File: config.mk
export PLATFORM = sky130hd
export DESIGN_NAME = writeback_stage
export DESIGN_NICKNAME = d
export VERILOG_FILES = /design/src/rtl/brisc_pkg.sv /design/src/rtl/wb_fifo.sv /design/src/rtl/writeback_stage.sv
export SDC_FILE = /design/constraint.sdc
export NUM_CORES = 1
export LEC_CHECK = 0
export BUFFER_PORTS_ARGS = -buffer_cell sky130_fd_sc_hd__buf_2
export CAP_MARGIN = 30
export CORE_AREA = 3 3 144 160
export DETAILED_ROUTE_END_ITERATION = 10
export DIE_AREA = 0 0 147 163
export GPL_TIMING_DRIVEN = 0
export MAX_ROUTING_LAYER = met4
export PLACE_DENSITY_LB_ADDON = 0.15
export RECOVER_POWER = 25
export SLEW_MARGIN = 20
export SYNTH_ARGS = -nofsm -noshare
export SYNTH_HDL_FRONTEND = slang
export SYNTH_SLANG_ARGS = --single-unit
File: constraint.sdc
create_clock -name clk -period 3.8 [get_ports clk]
set_input_delay 0.38 -clock clk [delete_from_list [all_inputs] [get_ports clk]]
set_output_delay 0.38 -clock clk [all_outputs]
set_load 0.01 [all_outputs]
File: src/rtl/brisc_pkg.sv
// ------------------------------------------------------------------
// brisc_pkg : shared register-file widths and writeback stage types
// Revision: 1.0
// ------------------------------------------------------------------
`default_nettype none

package brisc_pkg;

  localparam int DATA_W     = 16;
  localparam int REG_ADDR_W = 4;
  localparam int NUM_REGS   = 16;

  typedef enum logic [1:0] {
    IDLE   = 2'd0,
    SETUP  = 2'd1,
    STROBE = 2'd2
  } wb_state_t;

  typedef struct packed {
    logic [REG_ADDR_W-1:0] addr;
    logic [DATA_W-1:0]     data;
  } wb_entry_t;

endpackage

`default_nettype wire

File: src/rtl/wb_fifo.sv
// ------------------------------------------------------------------
// wb_fifo : synchronous {addr, data} FIFO exposing per-slot occupancy
// Revision: 1.0
// ------------------------------------------------------------------
`default_nettype none

module wb_fifo #(
  parameter int DATA_W = 16,
  parameter int ADDR_W = 4,
  parameter int DEPTH  = 4
) (
  input  logic                          clk,
  input  logic                          reset,
  input  logic                          push,
  input  logic [ADDR_W-1:0]             push_addr,
  input  logic [DATA_W-1:0]             push_data,
  input  logic                          pop,
  output logic                          full,
  output logic                          empty,
  output logic [ADDR_W-1:0]             head_addr,
  output logic [DATA_W-1:0]             head_data,
  output logic [DEPTH-1:0]              entry_valid,
  output logic [DEPTH-1:0][ADDR_W-1:0]  entry_addr
);

  localparam int PTR_W = $clog2(DEPTH);

  logic [ADDR_W-1:0] r_addr_mem [DEPTH];
  logic [DATA_W-1:0] r_data_mem [DEPTH];
  logic [PTR_W-1:0]  r_wr_ptr;
  logic [PTR_W-1:0]  r_rd_ptr;
  logic [PTR_W:0]    r_count;
  logic              w_push_ok;
  logic              w_pop_ok;

  assign full      = (r_count == (PTR_W+1)'(DEPTH));
  assign empty     = (r_count == '0);
  assign w_push_ok = push && !full;
  assign w_pop_ok  = pop && !empty;
  assign head_addr = r_addr_mem[r_rd_ptr];
  assign head_data = r_data_mem[r_rd_ptr];

  // Pointers wrap naturally because DEPTH is a power of two.
  always_ff @(posedge clk) begin
    if (reset) begin
      r_wr_ptr <= '0;
      r_rd_ptr <= '0;
      r_count  <= '0;
    end else begin
      if (w_push_ok) r_wr_ptr <= r_wr_ptr + 1'b1;
      if (w_pop_ok)  r_rd_ptr <= r_rd_ptr + 1'b1;
      case ({w_push_ok, w_pop_ok})
        2'b10:   r_count <= r_count + 1'b1;
        2'b01:   r_count <= r_count - 1'b1;
        default: r_count <= r_count;
      endcase
    end
  end

  always_ff @(posedge clk) begin
    if (w_push_ok) begin
      r_addr_mem[r_wr_ptr] <= push_addr;
      r_data_mem[r_wr_ptr] <= push_data;
    end
  end

  // A slot is live when its distance from the read pointer is below the count.
  for (genvar i = 0; i < DEPTH; i++) begin : g_entry
    localparam logic [PTR_W-1:0] c_slot = PTR_W'(i);
    logic [PTR_W-1:0] w_offset;
    assign w_offset       = c_slot - r_rd_ptr;
    assign entry_valid[i] = ({1'b0, w_offset} < r_count);
    assign entry_addr[i]  = r_addr_mem[i];
  end

endmodule

`default_nettype wire

File: src/rtl/writeback_stage.sv
// ------------------------------------------------------------------
// writeback_stage : arbitrates ALU/load results into a FIFO and drives a
// setup-safe register-file write strobe plus a RAW pending bitmap
// Revision: 1.0
// ------------------------------------------------------------------
`default_nettype none

module writeback_stage #(
  parameter int DATA_W = brisc_pkg::DATA_W,
  parameter int ADDR_W = brisc_pkg::REG_ADDR_W,
  parameter int DEPTH  = 4
) (
  input  logic                  clk,
  input  logic                  reset,
  input  logic                  alu_valid,
  input  logic [ADDR_W-1:0]     alu_addr,
  input  logic [DATA_W-1:0]     alu_data,
  output logic                  alu_ready,
  input  logic                  mem_valid,
  input  logic [ADDR_W-1:0]     mem_addr,
  input  logic [DATA_W-1:0]     mem_data,
  output logic                  mem_ready,
  output logic [ADDR_W-1:0]     write_addr,
  output logic [DATA_W-1:0]     write_data,
  output logic                  write_enable,
  output logic [2**ADDR_W-1:0]  pending,
  output logic                  idle
);

  import brisc_pkg::*;

  wb_state_t                   r_state;
  logic                        w_push;
  logic                        w_pop;
  logic                        w_full;
  logic                        w_empty;
  logic [ADDR_W-1:0]           w_push_addr;
  logic [DATA_W-1:0]           w_push_data;
  logic [ADDR_W-1:0]           w_head_addr;
  logic [DATA_W-1:0]           w_head_data;
  logic [DEPTH-1:0]            w_entry_valid;
  logic [DEPTH-1:0][ADDR_W-1:0] w_entry_addr;

  // Loads win arbitration; the ALU only sees ready when no load is offered.
  assign mem_ready   = !w_full;
  assign alu_ready   = !w_full && !mem_valid;
  assign w_push      = (mem_valid && mem_ready) || (alu_valid && alu_ready);
  assign w_push_addr = mem_valid ? mem_addr : alu_addr;
  assign w_push_data = mem_valid ? mem_data : alu_data;
  assign w_pop       = !w_empty && ((r_state == IDLE) || (r_state == STROBE));
  assign idle        = w_empty && (r_state == IDLE);

  wb_fifo #(
    .DATA_W (DATA_W),
    .ADDR_W (ADDR_W),
    .DEPTH  (DEPTH)
  ) u_fifo (
    .clk         (clk),
    .reset       (reset),
    .push        (w_push),
    .push_addr   (w_push_addr),
    .push_data   (w_push_data),
    .pop         (w_pop),
    .full        (w_full),
    .empty       (w_empty),
    .head_addr   (w_head_addr),
    .head_data   (w_head_data),
    .entry_valid (w_entry_valid),
    .entry_addr  (w_entry_addr)
  );

  // SETUP holds addr/data for a full cycle before the one-cycle strobe.
  always_ff @(posedge clk) begin
    if (reset) begin
      r_state      <= IDLE;
      write_addr   <= '0;
      write_data   <= '0;
      write_enable <= 1'b0;
    end else begin
      write_enable <= 1'b0;
      case (r_state)
        IDLE: begin
          if (!w_empty) begin
            write_addr <= w_head_addr;
            write_data <= w_head_data;
            r_state    <= SETUP;
          end
        end
        SETUP: begin
          write_enable <= 1'b1;
          r_state      <= STROBE;
        end
        STROBE: begin
          if (!w_empty) begin
            write_addr <= w_head_addr;
            write_data <= w_head_data;
            r_state    <= SETUP;
          end else begin
            r_state    <= IDLE;
          end
        end
        default: r_state <= IDLE;
      endcase
    end
  end

  always_comb begin
    pending = '0;
    for (int i = 0; i < DEPTH; i++) begin
      if (w_entry_valid[i]) pending[w_entry_addr[i]] = 1'b1;
    end
    if (r_state != IDLE) pending[write_addr] = 1'b1;
  end

endmodule

`default_nettype wire

* Word level (Yosys, flattened, before mapping)
Memories as Yosys holds them, arrays and structs flattened. A register that Yosys moved wholly into a read port is not among the register bits. Index checks and enable logic that the tools add are counted.
Word-level totals: bits in registers 10, RAM bits 80, input port bits 44, output and inout bits 40, word-level logic and storage cells 87, memories kept 2
Operators by class: $add $sub $neg 8, order comparisons 14, eq/ne operators 6, mux-type cells 24, bitwise operators 5, reductions and logical operators 23
Memory list:
- u_fifo.r_data_mem | words 4, width 16, read ports 1, clocked after Yosys merged registers in 1, wr ports 1, RTL line wb_fifo.sv:29 | logic [DATA_W-1:0] r_data_mem [DEPTH];
- u_fifo.r_addr_mem | words 4, width 4, read ports 5, clocked after Yosys merged registers in 1, wr ports 1, RTL line wb_fifo.sv:28 | logic [ADDR_W-1:0] r_addr_mem [DEPTH];
Operator list (number):
- 16-bit 2-to-1 mux | 6
- 16-bit OR | 4
- 4-bit by 5-bit less-than comparator with 1-bit output, second input constant | 5
- 1-bit demux with 4-bit select | 5
- 4-bit by 1-bit >= comparator with 1-bit output, second input constant | 5
- 1-bit logical AND | 12
- 2-bit by 3-bit less-than comparator with 1-bit output | 4
- 1-bit 2-to-1 mux | 9
- 2-bit one-hot mux with 3 select lines | 1
- 3-bit one-hot mux with 2 select lines | 1
- 2-bit by 1-bit adder with 2-bit output, second input constant | 2
- 2-bit by 1-bit equality test with 1-bit output, second input constant | 2
- 2-bit equality test, second input constant | 2
- 4-bit 2-to-1 mux | 1
- 2-bit nonzero test | 2
- 1-bit by 2-bit subtractor with 2-bit output, first input constant | 2
- 2-bit subtractor, first input constant | 2
- 3-bit by 1-bit adder with 3-bit output, second input constant | 1
- 3-bit equality test, second input constant | 1
- 1-bit zero test | 3
- 3-bit zero test | 1
- 3-bit by 1-bit subtractor with 3-bit output, second input constant | 1
- 2-bit zero test | 1
- 1-bit logical OR | 2
- 5 further kinds | 5

* Longest topological paths before layout
An unclocked memory read counts as a cell.
depth after elaboration 14, depth in mapped cells 11, mapped depth without buffers 9

* Hierarchy
Synthesis repeated with hierarchy kept, for this count alone.
Unflattened totals: cells, all modules 410, area, all modules 5243.8 sq um
Modules (own cells, without submodules):
- wb_fifo | instances 1, cells an instance 176, area each 3494.6 sq um, sequential area each 2582.5 sq um
- writeback_stage | instances 1, cells an instance 234, area each 1749.2 sq um, sequential area each 460.4 sq um

* Worst setup path before layout
OpenSTA, ideal clock, no wires.
path type register to output, start point register u_fifo.r_rd_ptr[0], end point output port pending[0], data arrival time 1.990 ns, data required time 3.420 ns, slack 1.430 ns, stages on the path, launching flop included 9, path buffers 2, cells stage by stage dfxtp_1 -> buf_6 -> buf_4 -> xnor2_1 -> ha_1 -> nor2b_1 -> a2111oi_2 -> a22oi_1 -> nand4_1
Between the ends: word-level cells in the longest chain between the ends 11, elaborated cells on any way between the ends 17
Ends and longest elaborated chain:
- start: declaration | RTL line wb_fifo.sv:31 | logic [PTR_W-1:0] r_rd_ptr;
- start signal: assignment | RTL line wb_fifo.sv:51 | if (w_pop_ok) r_rd_ptr <= r_rd_ptr + 1'b1;
- 1-bit by 2-bit subtractor with 2-bit output | RTL line wb_fifo.sv:71 | assign w_offset = c_slot - r_rd_ptr;
- 2-bit by 3-bit less-than comparator with 1-bit output | RTL line wb_fifo.sv:72 | assign entry_valid[i] = ({1'b0, w_offset} < r_count);
- 16-bit 2-to-1 mux | RTL line writeback_stage.sv:110 | if (w_entry_valid[i]) pending[w_entry_addr[i]] = 1'b1;
- 16-bit OR (no line)
- 16-bit 2-to-1 mux | RTL line writeback_stage.sv:110
- 16-bit OR (no line)
- 16-bit 2-to-1 mux | RTL line writeback_stage.sv:110
- 16-bit OR (no line)
- 16-bit 2-to-1 mux (*) | RTL line writeback_stage.sv:110
- 16-bit OR (no line)
- 16-bit 2-to-1 mux (*) | RTL line writeback_stage.sv:112 | if (r_state != IDLE) pending[write_addr] = 1'b1;
- end: declaration | RTL line writeback_stage.sv:26 | output logic [2**ADDR_W-1:0] pending,
Mark *: on every way between the ends. The rest lies on a longest branch, timed or not.

* Final worst setup path
start point register u_fifo.r_rd_ptr[1], end point output port pending[0]
The elaborated chain is that of the path after synthesis.

==> metrics <==
run status=completed; layout cells sized above 1=0.258; CTS Root Cell=clkbuf_16; gr usage total=0.133; total power per unit cell area=729 mW/mm^2; Fmax achieved=292 MHz; unrepaired setup endpoints after global routing=no; TritonCTS buffer count=9; initial antenna violation count=0; top area cells in the synthesized netlist=edfxtp_1 (45%), dfxtp_1 (11%), mux4_2 (8.4%), mux2_2 (4.2%), nand2_1 (3.6%); clock latency on the worst-skew pair=0.34 ns; GR Overflow Total=0; CP max stage cell=a2111oi_2; DRC Markers=0; Critical Path Sink Type=primary output; via count=3814; Max FO, Critical Path=10; Die Ht=163 um; ratio of final minimum period to clock period=0.901; Netlist cell types=50; Buffers on Ports=82; synthesized area per cell=12.5 um^2; CTS clk-pin slew, worst paths=0.07 ns; GRT busiest layer=met2; Layout Nets=576; antenna viol nets, final=0; Filler cells=2292; WP data required=3.42 ns; GR Layer Usage met3=0.0178; max_slew headroom=0.476; via-per-instance ratio=4.67; Peak VDD IR=0.228 mV; top_reg_cell synth=edfxtp_1; Reg2Reg Setup Slack=1.18 ns; Synth area leader=edfxtp_1; Design Power=4.66 mW; Starting DRT DRC Count=164; # IOs=84; final instance area=0.00640 mm^2; Die Wd=147 um; pre-CTS setup slack=0.744 ns; top-count cell post-synth=edfxtp_1; post-synthesis sequential area ratio=0.560; most frequent cells after synthesis=edfxtp_1 (80), nand2_1 (51), dfxtp_1 (30); worst min path class=in -> reg; Tightest Pin Transition=0.786 ns; max-cap violation count=0; Ys Warns=0; drt first pass iters=4; setup total negative slack=0 ns; Core ar.=0.0214 mm^2; post-layout min period=3.42 ns; syn nets=483; top cell type's share of synthesized area=0.448; vias in the first global route=4056; Die ar.=0.0240 mm^2; CTS H-tree depth=3; Leakage=2.19 nW; CTS Sinks=110; Routed wire per std cell=18.6 um; Slew Viols, Final=0; final setup violation count=0; Worst path most repeated cell=buf_2; drt total wl=15200 um; final setup skew=0.0113 ns; Worst Setup Slack, final=0.375 ns; placed inst area=0.00614 mm^2; HPWL Detailed=11200 um; Area Growth Syn to Fin=19.2%; Final GP Congestion=0.824; cts hold-fix bufs=0; CP cell instances=buf_2 -> xnor2_1 -> ha_1 -> nor2b_1 -> a2111oi_2 -> a22oi_1 -> nand4_1 -> buf_2; Hold Violations, Final=0; number of core rows=56; largest net degree at the start of global routing=21; Post-CTS Setup Inserts=0; first-pass GRT wire length=23400 um; met1 usage=0.165; post-cts resize count=0; M2 GR Usage=0.226; Post-Syn Area=0.00537 mm^2; Worst Path Arrival=3.04 ns; CP peak stage delay=0.67 ns; clock buffer depth=2; Yosys reg bits=110; Post-synth EDFFs=80; ANT cells=0; crit path kind=reg -> out; TritonCTS clock tree=yes; asr flop ratio synth=0; Startpoint Class=flip-flop; Starting Density=0.250; Final Util=0.298; Post-Syn Instances=429
[kinds of logic after synthesis]
kind of cell,count (synthesis),share of synthesized area
AO/OA/AOI/OAI,55,0.0793
multiplexers,40,0.126
adder cells (fa/ha/maj),10,0.0247
XOR/XNOR,6,0.00979
buffers and inverters,38,0.0343
flip-flops,110,0.560
AND/OR/NAND/NOR,170,0.166
[final cells by class]
type                    count  area, um^2  share of cell area
multi-input cells         281        2180               0.341
plain buffers              24         131              0.0205
inverters                  14        52.6             0.00822
repair buffers             82         383              0.0599
well taps                 290         363              0.0567
flip-flops and latches    110        3000               0.469
clock inverters             7        55.1             0.00861
clock buffers               9         225              0.0352
[registers in the layout, summed over array words and instances, names as in the netlist]
register and flops:
u_fifo.r_wr_ptr 2, u_fifo.r_rd_ptr 2, write_enable 1, r_state 2, u_fifo.r_addr_mem 16, write_data 16
u_fifo.r_count 3, u_fifo.r_data_mem 64, write_addr 4
[path summary, 6_finish.rpt]
check / start / endpoint / cells after the start
max reg2reg: u_fifo.r_count[0] / u_fifo.r_count[2] / 11
max: u_fifo.r_rd_ptr[1] / pending[0] / 8
min reg2reg: write_data[0] / write_data[0] / 2
min: alu_data[12] / u_fifo.r_data_mem[3][12] / 2
[stage by stage]
step,hold slack [ns],std cells
after detailed placement,0.443,801
after CTS,0.375,817
after floorplan,0.461,429
after global placement,0.445,801
final,0.386,817
after global routing,0.381,817
[metal layers]
metal  wire length [um]  share of wire  vias up
li1                   -              -     1806
met1               6660           0.44     1880
met2               7650           0.50      111
met3                545          0.036       17
met4                312          0.021        0
met5                  0              0        -
[critical path: cells and delay by family (launching register included)]
family	cells	cell delay, ns
buf+inv	2	0.50
xor+xnor	1	0.18
simple gates	2	0.32
fa+ha+maj	1	0.27
flops	1	0.49
compound gates	2	0.93
[layout by cell type, fill, tap and decap left out, types with 3 or more instances in the layout]
cell,synthesis,routed
xnor2_1,4,4
edfxtp_1,80,80
buf_4,8,8
nand2b_1,5,5
inv_1,14,14
mux2_2,20,11
nand4_1,19,19
clkbuf_16,0,9
o21ai_0,3,3
mux2_1,0,9
dfxtp_1,30,30
a32oi_1,4,4
buf_1,4,3
and2_1,7,3
ha_1,9,9
nand3_1,26,26
a21oi_1,24,24
nor3_1,4,4
nor3b_1,5,5
a22oi_1,7,7
nand2_1,51,51
nor2b_1,16,16
and2_2,0,4
a31oi_1,4,4
nor2_1,23,23
mux4_2,20,20
clkbuf_1,8,31
buf_2,3,63
[report_power, final]
part | switching [mW] | internal, mW
clock | 0.441 | 0.454
sequential | 0.171 | 1.64
combinational | 1.21 | 0.746
No activity file was read; power rests on OpenSTA's default activity.
